<file path="src/rtl/screen_fb_arbiter_if.sv">
// Scan / CPU-write / swap / RAM bundle for screen_fb_arbiter.
// The arbiter takes the slave side; the scan engine, CPU and RAM wrapper take the master side.
interface screen_fb_arbiter_if #(
    parameter int unsigned ADDR_W = 12,
    parameter int unsigned DATA_W = 12
);
    logic              scan_req;
    logic [ADDR_W-1:0] scan_addr;
    logic              scan_gnt;
    logic              scan_valid;
    logic [DATA_W-1:0] scan_data;
    logic              frame_done;

    logic              wr_valid;
    logic              wr_ready;
    logic [ADDR_W-1:0] wr_addr;
    logic [DATA_W-1:0] wr_data;

    logic              swap_req;
    logic              swap_pending;
    logic              front_bank;

    logic              ram_en;
    logic              ram_we;
    logic [ADDR_W:0]   ram_addr;
    logic [DATA_W-1:0] ram_wdata;
    logic [DATA_W-1:0] ram_rdata;

    modport slave (
        input  scan_req, scan_addr, frame_done, wr_valid, wr_addr, wr_data,
               swap_req, ram_rdata,
        output scan_gnt, scan_valid, scan_data, wr_ready, swap_pending,
               front_bank, ram_en, ram_we, ram_addr, ram_wdata
    );

    modport master (
        output scan_req, scan_addr, frame_done, wr_valid, wr_addr, wr_data,
               swap_req, ram_rdata,
        input  scan_gnt, scan_valid, scan_data, wr_ready, swap_pending,
               front_bank, ram_en, ram_we, ram_addr, ram_wdata
    );
endinterface

</file>
<file path="src/rtl/screen_fb_arbiter.sv">
// Single-port framebuffer arbiter: scan reads vs. FIFO-buffered CPU writes with starvation guard.
// Define SCREEN_ARB_DBUF_EN for double buffering; otherwise everything targets bank 0.
module screen_fb_arbiter #(
    parameter int unsigned NUM_PIXELS   = 4096,
    parameter int unsigned BIT_DEPTH    = 4,
    parameter int unsigned FIFO_DEPTH   = 4,
    parameter int unsigned STARVE_LIMIT = 8
) (
    input  logic               clk,
    input  logic               reset,
    screen_fb_arbiter_if.slave bus
);
    localparam int unsigned AW   = $clog2(NUM_PIXELS);
    localparam int unsigned DW   = 3 * BIT_DEPTH;
    localparam int unsigned PW   = $clog2(FIFO_DEPTH);
    localparam int unsigned CNTW = PW + 1;
    localparam int unsigned SW   = $clog2(STARVE_LIMIT + 1);

    typedef enum logic [1:0] {IDLE, RD, WR} state_e;
    state_e state_q, state_d;

    logic [AW+DW-1:0] fifo_mem [FIFO_DEPTH];
    logic [PW-1:0]    wr_ptr_q, rd_ptr_q;
    logic [CNTW-1:0]  count_q, count_d;
    logic             fifo_empty, fifo_full, push, pop;
    logic [AW-1:0]    head_addr;
    logic [DW-1:0]    head_data;

    logic [SW-1:0]    starve_q, starve_d;
    logic             force_wr_q, force_wr_d;

    logic             rd_bank, wr_bank, wr_inflight;

    logic             ram_en_q, ram_we_q;
    logic [AW:0]      ram_addr_q, ram_addr_d;
    logic [DW-1:0]    ram_wdata_q, ram_wdata_d;
    logic             rd_p1_q, rd_p2_q, scan_valid_q;
    logic [DW-1:0]    scan_data_q;

    assign fifo_empty   = (count_q == '0);
    assign fifo_full    = (count_q == CNTW'(FIFO_DEPTH));
    assign push         = bus.wr_valid && !fifo_full;
    assign pop          = (state_d == WR);
    assign {head_addr, head_data} = fifo_mem[rd_ptr_q];
    assign bus.wr_ready = !fifo_full;

    always_comb begin
        count_d = count_q;
        if (push && !pop)
            count_d = count_q + CNTW'(1);
        else if (pop && !push)
            count_d = count_q - CNTW'(1);
    end

    always_ff @(posedge clk) begin
        if (push)
            fifo_mem[wr_ptr_q] <= {bus.wr_addr, bus.wr_data};
    end

    always_ff @(posedge clk or posedge reset) begin
        if (reset) begin
            wr_ptr_q <= '0;
            rd_ptr_q <= '0;
            count_q  <= '0;
        end else begin
            if (push) wr_ptr_q <= wr_ptr_q + PW'(1);
            if (pop)  rd_ptr_q <= rd_ptr_q + PW'(1);
            count_q <= count_d;
        end
    end

    // Reset gates the selection so a held scan_req cannot be granted during reset.
    always_comb begin
        state_d = IDLE;
        if (!reset) begin
            if (force_wr_q && !fifo_empty)
                state_d = WR;
            else if (bus.scan_req)
                state_d = RD;
            else if (!fifo_empty)
                state_d = WR;
        end
    end

    always_comb begin
        starve_d = starve_q;
        if (state_d == WR || fifo_empty)
            starve_d = '0;
        else if (state_d == RD && starve_q != SW'(STARVE_LIMIT))
            starve_d = starve_q + SW'(1);
        force_wr_d = (starve_d == SW'(STARVE_LIMIT));
    end

    always_ff @(posedge clk or posedge reset) begin
        if (reset) begin
            state_q    <= IDLE;
            starve_q   <= '0;
            force_wr_q <= 1'b0;
        end else begin
            state_q    <= state_d;
            starve_q   <= starve_d;
            force_wr_q <= force_wr_d;
        end
    end

    assign wr_inflight  = (state_q == WR);
    assign bus.scan_gnt = (state_d == RD);

`ifdef SCREEN_ARB_DBUF_EN
    logic front_q, front_d, pend_q, pend_d, swap_go;

    // A RAM write issued this cycle still belongs to the old back bank, so it blocks the swap.
    assign swap_go = pend_q && bus.frame_done && fifo_empty && !wr_inflight;

    always_comb begin
        front_d = front_q ^ swap_go;
        pend_d  = swap_go ? 1'b0 : (pend_q || bus.swap_req);
    end

    always_ff @(posedge clk or posedge reset) begin
        if (reset) begin
            front_q <= 1'b0;
            pend_q  <= 1'b0;
        end else begin
            front_q <= front_d;
            pend_q  <= pend_d;
        end
    end

    assign rd_bank          = front_q;
    assign wr_bank          = ~front_q;
    assign bus.front_bank   = front_q;
    assign bus.swap_pending = pend_q;
`else
    logic unused_dbuf;
    assign unused_dbuf      = &{1'b0, bus.swap_req, bus.frame_done, wr_inflight};
    assign rd_bank          = 1'b0;
    assign wr_bank          = 1'b0;
    assign bus.front_bank   = 1'b0;
    assign bus.swap_pending = 1'b0;
`endif

    always_comb begin
        ram_addr_d  = ram_addr_q;
        ram_wdata_d = ram_wdata_q;
        case (state_d)
            RD: ram_addr_d = {rd_bank, bus.scan_addr};
            WR: begin
                ram_addr_d  = {wr_bank, head_addr};
                ram_wdata_d = head_data;
            end
            default: ;
        endcase
    end

    // Read return: strobe at N+1, RAM data at N+2, registered to scan_data at N+3.
    always_ff @(posedge clk or posedge reset) begin
        if (reset) begin
            ram_en_q     <= 1'b0;
            ram_we_q     <= 1'b0;
            ram_addr_q   <= '0;
            ram_wdata_q  <= '0;
            rd_p1_q      <= 1'b0;
            rd_p2_q      <= 1'b0;
            scan_valid_q <= 1'b0;
            scan_data_q  <= '0;
        end else begin
            ram_en_q     <= (state_d != IDLE);
            ram_we_q     <= (state_d == WR);
            ram_addr_q   <= ram_addr_d;
            ram_wdata_q  <= ram_wdata_d;
            rd_p1_q      <= (state_d == RD);
            rd_p2_q      <= rd_p1_q;
            scan_valid_q <= rd_p2_q;
            if (rd_p2_q)
                scan_data_q <= bus.ram_rdata;
        end
    end

    assign bus.ram_en     = ram_en_q;
    assign bus.ram_we     = ram_we_q;
    assign bus.ram_addr   = ram_addr_q;
    assign bus.ram_wdata  = ram_wdata_q;
    assign bus.scan_valid = scan_valid_q;
    assign bus.scan_data  = scan_data_q;
endmodule

</file>
<file path="src/flat_wrapper.sv">
// flat-port wrapper written by rule: the top's interface ports become plain ports
module screen_fb_arbiter_flat 
#(
    parameter int unsigned NUM_PIXELS   = 4096,
    parameter int unsigned BIT_DEPTH    = 4,
    parameter int unsigned FIFO_DEPTH   = 4,
    parameter int unsigned STARVE_LIMIT = 8
)
  (clk, reset, bus_scan_req, bus_scan_addr, bus_frame_done, bus_wr_valid, bus_wr_addr, bus_wr_data, bus_swap_req, bus_ram_rdata, bus_scan_gnt, bus_scan_valid, bus_scan_data, bus_wr_ready, bus_swap_pending, bus_front_bank, bus_ram_en, bus_ram_we, bus_ram_addr, bus_ram_wdata);
  screen_fb_arbiter_if bus_i ();
  input  logic clk;
  input  logic reset;
  input wire logic [$bits(bus_i.scan_req)-1:0] bus_scan_req;
  input wire logic [$bits(bus_i.scan_addr)-1:0] bus_scan_addr;
  input wire logic [$bits(bus_i.frame_done)-1:0] bus_frame_done;
  input wire logic [$bits(bus_i.wr_valid)-1:0] bus_wr_valid;
  input wire logic [$bits(bus_i.wr_addr)-1:0] bus_wr_addr;
  input wire logic [$bits(bus_i.wr_data)-1:0] bus_wr_data;
  input wire logic [$bits(bus_i.swap_req)-1:0] bus_swap_req;
  input wire logic [$bits(bus_i.ram_rdata)-1:0] bus_ram_rdata;
  output wire logic [$bits(bus_i.scan_gnt)-1:0] bus_scan_gnt;
  output wire logic [$bits(bus_i.scan_valid)-1:0] bus_scan_valid;
  output wire logic [$bits(bus_i.scan_data)-1:0] bus_scan_data;
  output wire logic [$bits(bus_i.wr_ready)-1:0] bus_wr_ready;
  output wire logic [$bits(bus_i.swap_pending)-1:0] bus_swap_pending;
  output wire logic [$bits(bus_i.front_bank)-1:0] bus_front_bank;
  output wire logic [$bits(bus_i.ram_en)-1:0] bus_ram_en;
  output wire logic [$bits(bus_i.ram_we)-1:0] bus_ram_we;
  output wire logic [$bits(bus_i.ram_addr)-1:0] bus_ram_addr;
  output wire logic [$bits(bus_i.ram_wdata)-1:0] bus_ram_wdata;
  assign bus_i.scan_req = bus_scan_req;
  assign bus_i.scan_addr = bus_scan_addr;
  assign bus_i.frame_done = bus_frame_done;
  assign bus_i.wr_valid = bus_wr_valid;
  assign bus_i.wr_addr = bus_wr_addr;
  assign bus_i.wr_data = bus_wr_data;
  assign bus_i.swap_req = bus_swap_req;
  assign bus_i.ram_rdata = bus_ram_rdata;
  assign bus_scan_gnt = bus_i.scan_gnt;
  assign bus_scan_valid = bus_i.scan_valid;
  assign bus_scan_data = bus_i.scan_data;
  assign bus_wr_ready = bus_i.wr_ready;
  assign bus_swap_pending = bus_i.swap_pending;
  assign bus_front_bank = bus_i.front_bank;
  assign bus_ram_en = bus_i.ram_en;
  assign bus_ram_we = bus_i.ram_we;
  assign bus_ram_addr = bus_i.ram_addr;
  assign bus_ram_wdata = bus_i.ram_wdata;
  screen_fb_arbiter #(.NUM_PIXELS(NUM_PIXELS), .BIT_DEPTH(BIT_DEPTH), .FIFO_DEPTH(FIFO_DEPTH), .STARVE_LIMIT(STARVE_LIMIT)) u_core (.clk(clk), .reset(reset), .bus(bus_i));
endmodule
</file>
<file path="config.mk">
export PLATFORM = sky130hd
export DESIGN_NAME = screen_fb_arbiter_flat
export DESIGN_NICKNAME = d
export VERILOG_FILES = /design/src/rtl/screen_fb_arbiter_if.sv /design/src/rtl/screen_fb_arbiter.sv /design/src/flat_wrapper.sv
export SDC_FILE = /design/constraint.sdc
export NUM_CORES = 1
export LEC_CHECK = 0
export ABC_AREA = 1
export ABC_CLOCK_PERIOD_IN_PS = 3600
export CORE_MARGIN = 2
export CORE_UTILIZATION = 48
export DETAILED_ROUTE_END_ITERATION = 8
export MAX_ROUTING_LAYER = met4
export PLACE_DENSITY_LB_ADDON = 0.2
export SYNTH_ARGS = -nofsm -noshare
export SYNTH_HDL_FRONTEND = slang
export SYNTH_SLANG_ARGS = --single-unit
</file>
<file path="constraint.sdc">
create_clock -name clk -period 3.6 [get_ports clk]
set_clock_uncertainty 0.05 [all_clocks]
set_input_delay 0.9 -clock clk [delete_from_list [all_inputs] [get_ports clk]]
set_output_delay 0.9 -clock clk [all_outputs]
set_load 0.01 [all_outputs]
</file>
Yosys cells after proc, flatten, opt, wreduce, memory -nomap -nowiden
Memories as Yosys holds them, arrays and structs flattened.
Cells that the tools add are included.
- add/sub/neg operators: 5
- equality and inequality tests: 5
- muxes and demuxes: 11
- reductions and logical operators: 14
- operators by type and width (kind ; count):
    case mux 13 bit (2 select lines) ; 1
    2-to-1 mux 2 bit ; 4
    2-to-1 mux 4 bit ; 2
    2-to-1 mux 3 bit ; 2
    nonzero test 2 bit ; 3
    logical AND 1 bit ; 5
    adder 2 x 1 -> 2 bit, second input constant ; 2
    adder 4 x 1 -> 4 bit, second input constant ; 1
    equality test 4 bit, second input constant ; 1
    zero test 1 bit ; 4
    != test 4 bit, second input constant ; 1
    adder 3 x 1 -> 3 bit, second input constant ; 1
    equality test 3 bit, second input constant ; 1
    zero test 3 bit ; 1
    subtractor 3 x 1 -> 3 bit, second input constant ; 1
    equality test 2 x 1 -> 1 bit, second input constant ; 1
    equality test 2 bit, second input constant ; 1
    2-to-1 mux 1 bit ; 2
    logical OR 1 bit ; 1
- flip-flop bits (word level): 54
- memory bits (writable): 96
- input bits: 54
- logic and storage cells: 49
- memories kept: 1
- memories (name ; depth ; width ; rd ports ; clocked after memory_dff ; write ports ; RTL line ; RTL):
    u_core.fifo_mem ; 4 ; 24 ; 1 ; 0 ; 1 ; screen_fb_arbiter.sv:22 ; logic [AW+DW-1:0] fifo_mem [FIFO_DEPTH];

Longest topological paths before layout
- depth in word-level cells: 10
- mapped depth: 13
- gate-level depth less buffers: 12

Worst setup path before layout
Ideal clock, no wire load.
- path kind: input port to flip-flop
- start point: in reset
- end point: reg u_core.count_q[1]
- arrival: 3.680 ns
- required time: 3.425 ns
- setup slack: -0.255 ns
- stages on the path: 11
- buffers on the path: 1
- cell sequence: inv_1 > o211ai_1 > inv_1 > ha_1 > inv_1 > buf_2 > ha_1 > inv_1 > fa_1 > nor2_1 > a21oi_1
- word-level cells in the longest chain between the ends: 5
- ends and longest elaborated chain (what ; RTL line ; RTL):
    start, declared ; flat_wrapper.sv:12 ; input logic reset;
    2-to-1 mux 2 bit ; screen_fb_arbiter.sv:75 ; if (!reset) begin
    equality test 2 bit ; screen_fb_arbiter.sv:43 ; assign pop = (state_d == WR);
    via u_core.pop ; screen_fb_arbiter.sv:25 ; logic fifo_empty, fifo_full, push, pop;
    zero test 1 bit ; screen_fb_arbiter.sv:49 ; if (push && !pop)
    logical AND 1 bit ; screen_fb_arbiter.sv:49 ;
    2-to-1 mux 3 bit ; screen_fb_arbiter.sv:49 ;
    via u_core.count_d[1] ; screen_fb_arbiter.sv:24 ; logic [CNTW-1:0] count_q, count_d;
    end signal, assigned ; screen_fb_arbiter.sv:68 ; count_q <= count_d;
    end, declared ; screen_fb_arbiter.sv:24 ;
The timed path passes the listed nets, and every way through them passes these cells.
A chain may end at the register's enable or synchronous reset.

Worst setup path in the final report
- start point: in reset
- end point: out bus_scan_gnt
- word-level cells in the longest chain between the ends: 2
- ends and longest elaborated chain (what ; RTL line ; RTL):
    2-to-1 mux 2 bit ; screen_fb_arbiter.sv:75 ;
    equality test 2 x 1 -> 1 bit ; screen_fb_arbiter.sv:107 ; assign bus.scan_gnt = (state_d == RD);
    end, declared ; flat_wrapper.sv:21 ; output wire logic [$bits(bus_i.scan_gnt)-1:0] bus_scan_gnt;
Every way passes these cells.

==> summary.txt <==
Post-synth top area cell -> edfxtp_1
Data required, critical path -> 2.65 ns
Worst VDD drop -> 0.312 mV
Setup TNS -> 0 ns
Via count -> 3919
Yosys warns -> 0
Comb pwr share -> 0.292
Pre-CTS WS -> 0.207 ns
Placed cell areas -> 7070 um^2
Synth Instances -> 492
Port buffer count -> 92
Synth cell types -> 28
Final hold viol count -> 0
Final setup viols -> 0
Cell count after placement -> 741
Clk sinks -> 149
Slew @ Worst Pin -> 0.701 ns
Max-Cap Viols -> 0
Reg2reg start -> u_core.count_q[0]
CP Class -> input port to output pin
Slew headroom -> 0.533
Top-count cell post-synth -> edfxtp_1
First DRT Iteration DRCs -> 226
Hold_buf cts -> 0
Initial antenna violation count -> 0
Sw power -> 1880 uW
Flop pwr share -> 0.421
Area contributors post-synth -> edfxtp_1, dfrtp_1, nor2_1
Ys async rst share -> 0.356
Maximum clock rate -> 295 MHz
Wirelength per Cell -> 15.8 um
Antenna diodes -> 0
Internal cell power -> 4110 uW
Primary FF master, synth -> edfxtp_1
Largest net degree at the start of global routing -> 54
Post-DP HPWL -> 7350 um
CP endpoint kind -> output pin
Area Overhead vs Synth -> 27.7%
Vias in the first global route -> 3862
Final count of pins violating max slew -> 0
Multi-input logic area -> 1480 um^2
Period minus WS final -> 3.39 ns
Core area -> 12100 um^2
Detailed Routing Iterations Pass 1 -> 4
Post-CTS sizing -> 0
Clk_lat worst skew -> 0.41 ns
Final global-route overflow total -> 0
Routed Wire Length -> 12200 um
GPL Wtd Cong -> 0.830
Post-route setup slack -> 0.211 ns
Hold EP -> u_core.rd_p2_q
Cell Pwr Density -> 784 nW/um^2
Commonest cells post-synth -> edfxtp_1, nor2_1, dfrtp_1, nand2_1
Number of synthesized flops with an enable pin -> 96
Netlist Area Pre-Place -> 5980 um^2
Die Width -> 116 um
H-Tree Depth -> 4
Yosys top cell area share -> 0.482
Hold Path Depth -> 0
Worst R2R Setup Slack -> 0.85 ns
Die Span Y -> 116 um
Cell row count -> 40
Post-layout instance area -> 7640 um^2
Fin crit share -> 0.941
Num ports -> 98
Clock Path Buffers -> 2
Clock-pin transition on the worst setup and hold timing paths -> 0.06 ns
Worst-path fanout max -> 3
DIE AREA -> 13400 um^2
Storage element area -> 4210 um^2
Critical Path AT -> 2.44 ns
RSZ-0062 raised after global routing -> false
Total CTS buffers -> 17
Root Driver -> clkbuf_16
Status -> finished clean
Starting Density -> 0.494
First-pass GRT wire length -> 19000 um
Avg Inst Size Synth -> 12.2 um^2
Switching share of power -> 0.314
Routed vias/inst -> 5.08
Nets -> 657
Sequential-to-total area share from yosys stat -> 0.703
Layout cell share with drive strength beyond 1 -> 0.113
Min-delay src -> u_core.rd_p1_q
CTS tree -> done
# DRC -> 0
Non-Filler Instances -> 772
Worst setup SP type -> input port
Reg2Reg Depth -> 8
Antenna viol nets, final -> 0
Final worst hold slack -> 0.306 ns
Fill cells -> 955
Clock power share -> 0.287
Synth Register Bits -> 149
Post-CTS setup buffers -> 0
Hold Crit Class -> register to register
Reg-to-Reg End -> u_core.bus.ram_addr[2]
Gr usage total -> 0.199
P_leak -> 0.00296 uW
[power groups by stage]
stage / clock [uW] / combinational (uW) / sequential [uW]
floorplan: 0 / 1050 / 2550
global placement: 0 / 1700 / 2540
detailed placement: 0 / 1760 / 2550
CTS: 1740 / 1770 / 2530
global route: 1840 / 1960 / 2570
finish: 1720 / 1750 / 2530
[flip-flops by register name (all words and copies together) (netlist names), 2 cells and up]
signal	count
u_core.fifo_mem	96
u_core.count_q	3
u_core.rd_ptr_q	2
u_core.starve_q	4
u_core.bus.scan_data	12
u_core.bus.ram_addr	12
u_core.wr_ptr_q	2
u_core.bus.ram_wdata	12
[cells in the final DEF (no fill, tap or decap), types with 4 or more instances in the layout]
master	count
edfxtp_1	96
clkdlybuf4s50_1	92
nor2_1	77
dfrtp_1	52
nand2_1	46
nand3_1	35
inv_1	33
a21oi_1	31
o21ai_0	23
clkbuf_16	17
buf_4	14
mux2_2	12
a31oi_1	12
o21ai_1	11
ha_1	9
clkinv_2	5
a21oi_2	4
nor2_2	4
[routing by layer]
layer,vias to the layer above,routed length [um],track usage
li1,1874,-,-
met1,1892,5420,0.252
met2,134,5840,0.313
met3,19,694,0.0549
met4,0,220,0.0667
met5,-,0,-
[how the worst max path moves through the flow]
stage / from / end / slack (ns) / cells past startpoint
after floorplan: reset / u_core.count_q[2] / 0.02 / 12
after global placement: reset / bus_scan_gnt / 0.22 / 5
after detailed placement: reset / bus_scan_gnt / 0.21 / 5
after CTS: reset / bus_scan_gnt / 0.20 / 5
after global routing: u_core.count_q[0] / bus_scan_gnt / 0.03 / 5
final: reset / bus_scan_gnt / 0.21 / 5
[critical path: stages]
cell and delay [ns]:
clkdlybuf4s50_1 0.53, clkinvlp_4 0.10, o211ai_1 0.14, ha_1 0.23, clkdlybuf4s50_1 0.54
[cells by family (layout without fill, tap and decap cells)]
kind of cell	Yosys count	in the layout	synth area share
buf+inv	64	174	0.0523
mux	12	12	0.0226
flops	149	149	0.703
other cells	1	3	0.000627
fa+ha+maj	11	11	0.0243
compound gates	82	82	0.0740
simple gates	168	168	0.116
xor+xnor	5	5	0.00732
[metrics by stage]
stage               total power, uW  utilization
floorplan                      3610            -
global placement               4240        0.584
detailed placement             4320        0.584
CTS                            6040        0.631
global route                   6360        0.631
finish                         5990        0.631
[layout make-up]
class	instances	area share
flip-flops and latches	149	0.551
multi-input cells	281	0.194
repair buffers	106	0.134
clock buffers	19	0.0566
well taps	168	0.0275
inverters	37	0.0187
clock inverters	12	0.0180
No activity file was read; power rests on OpenSTA's default activity.
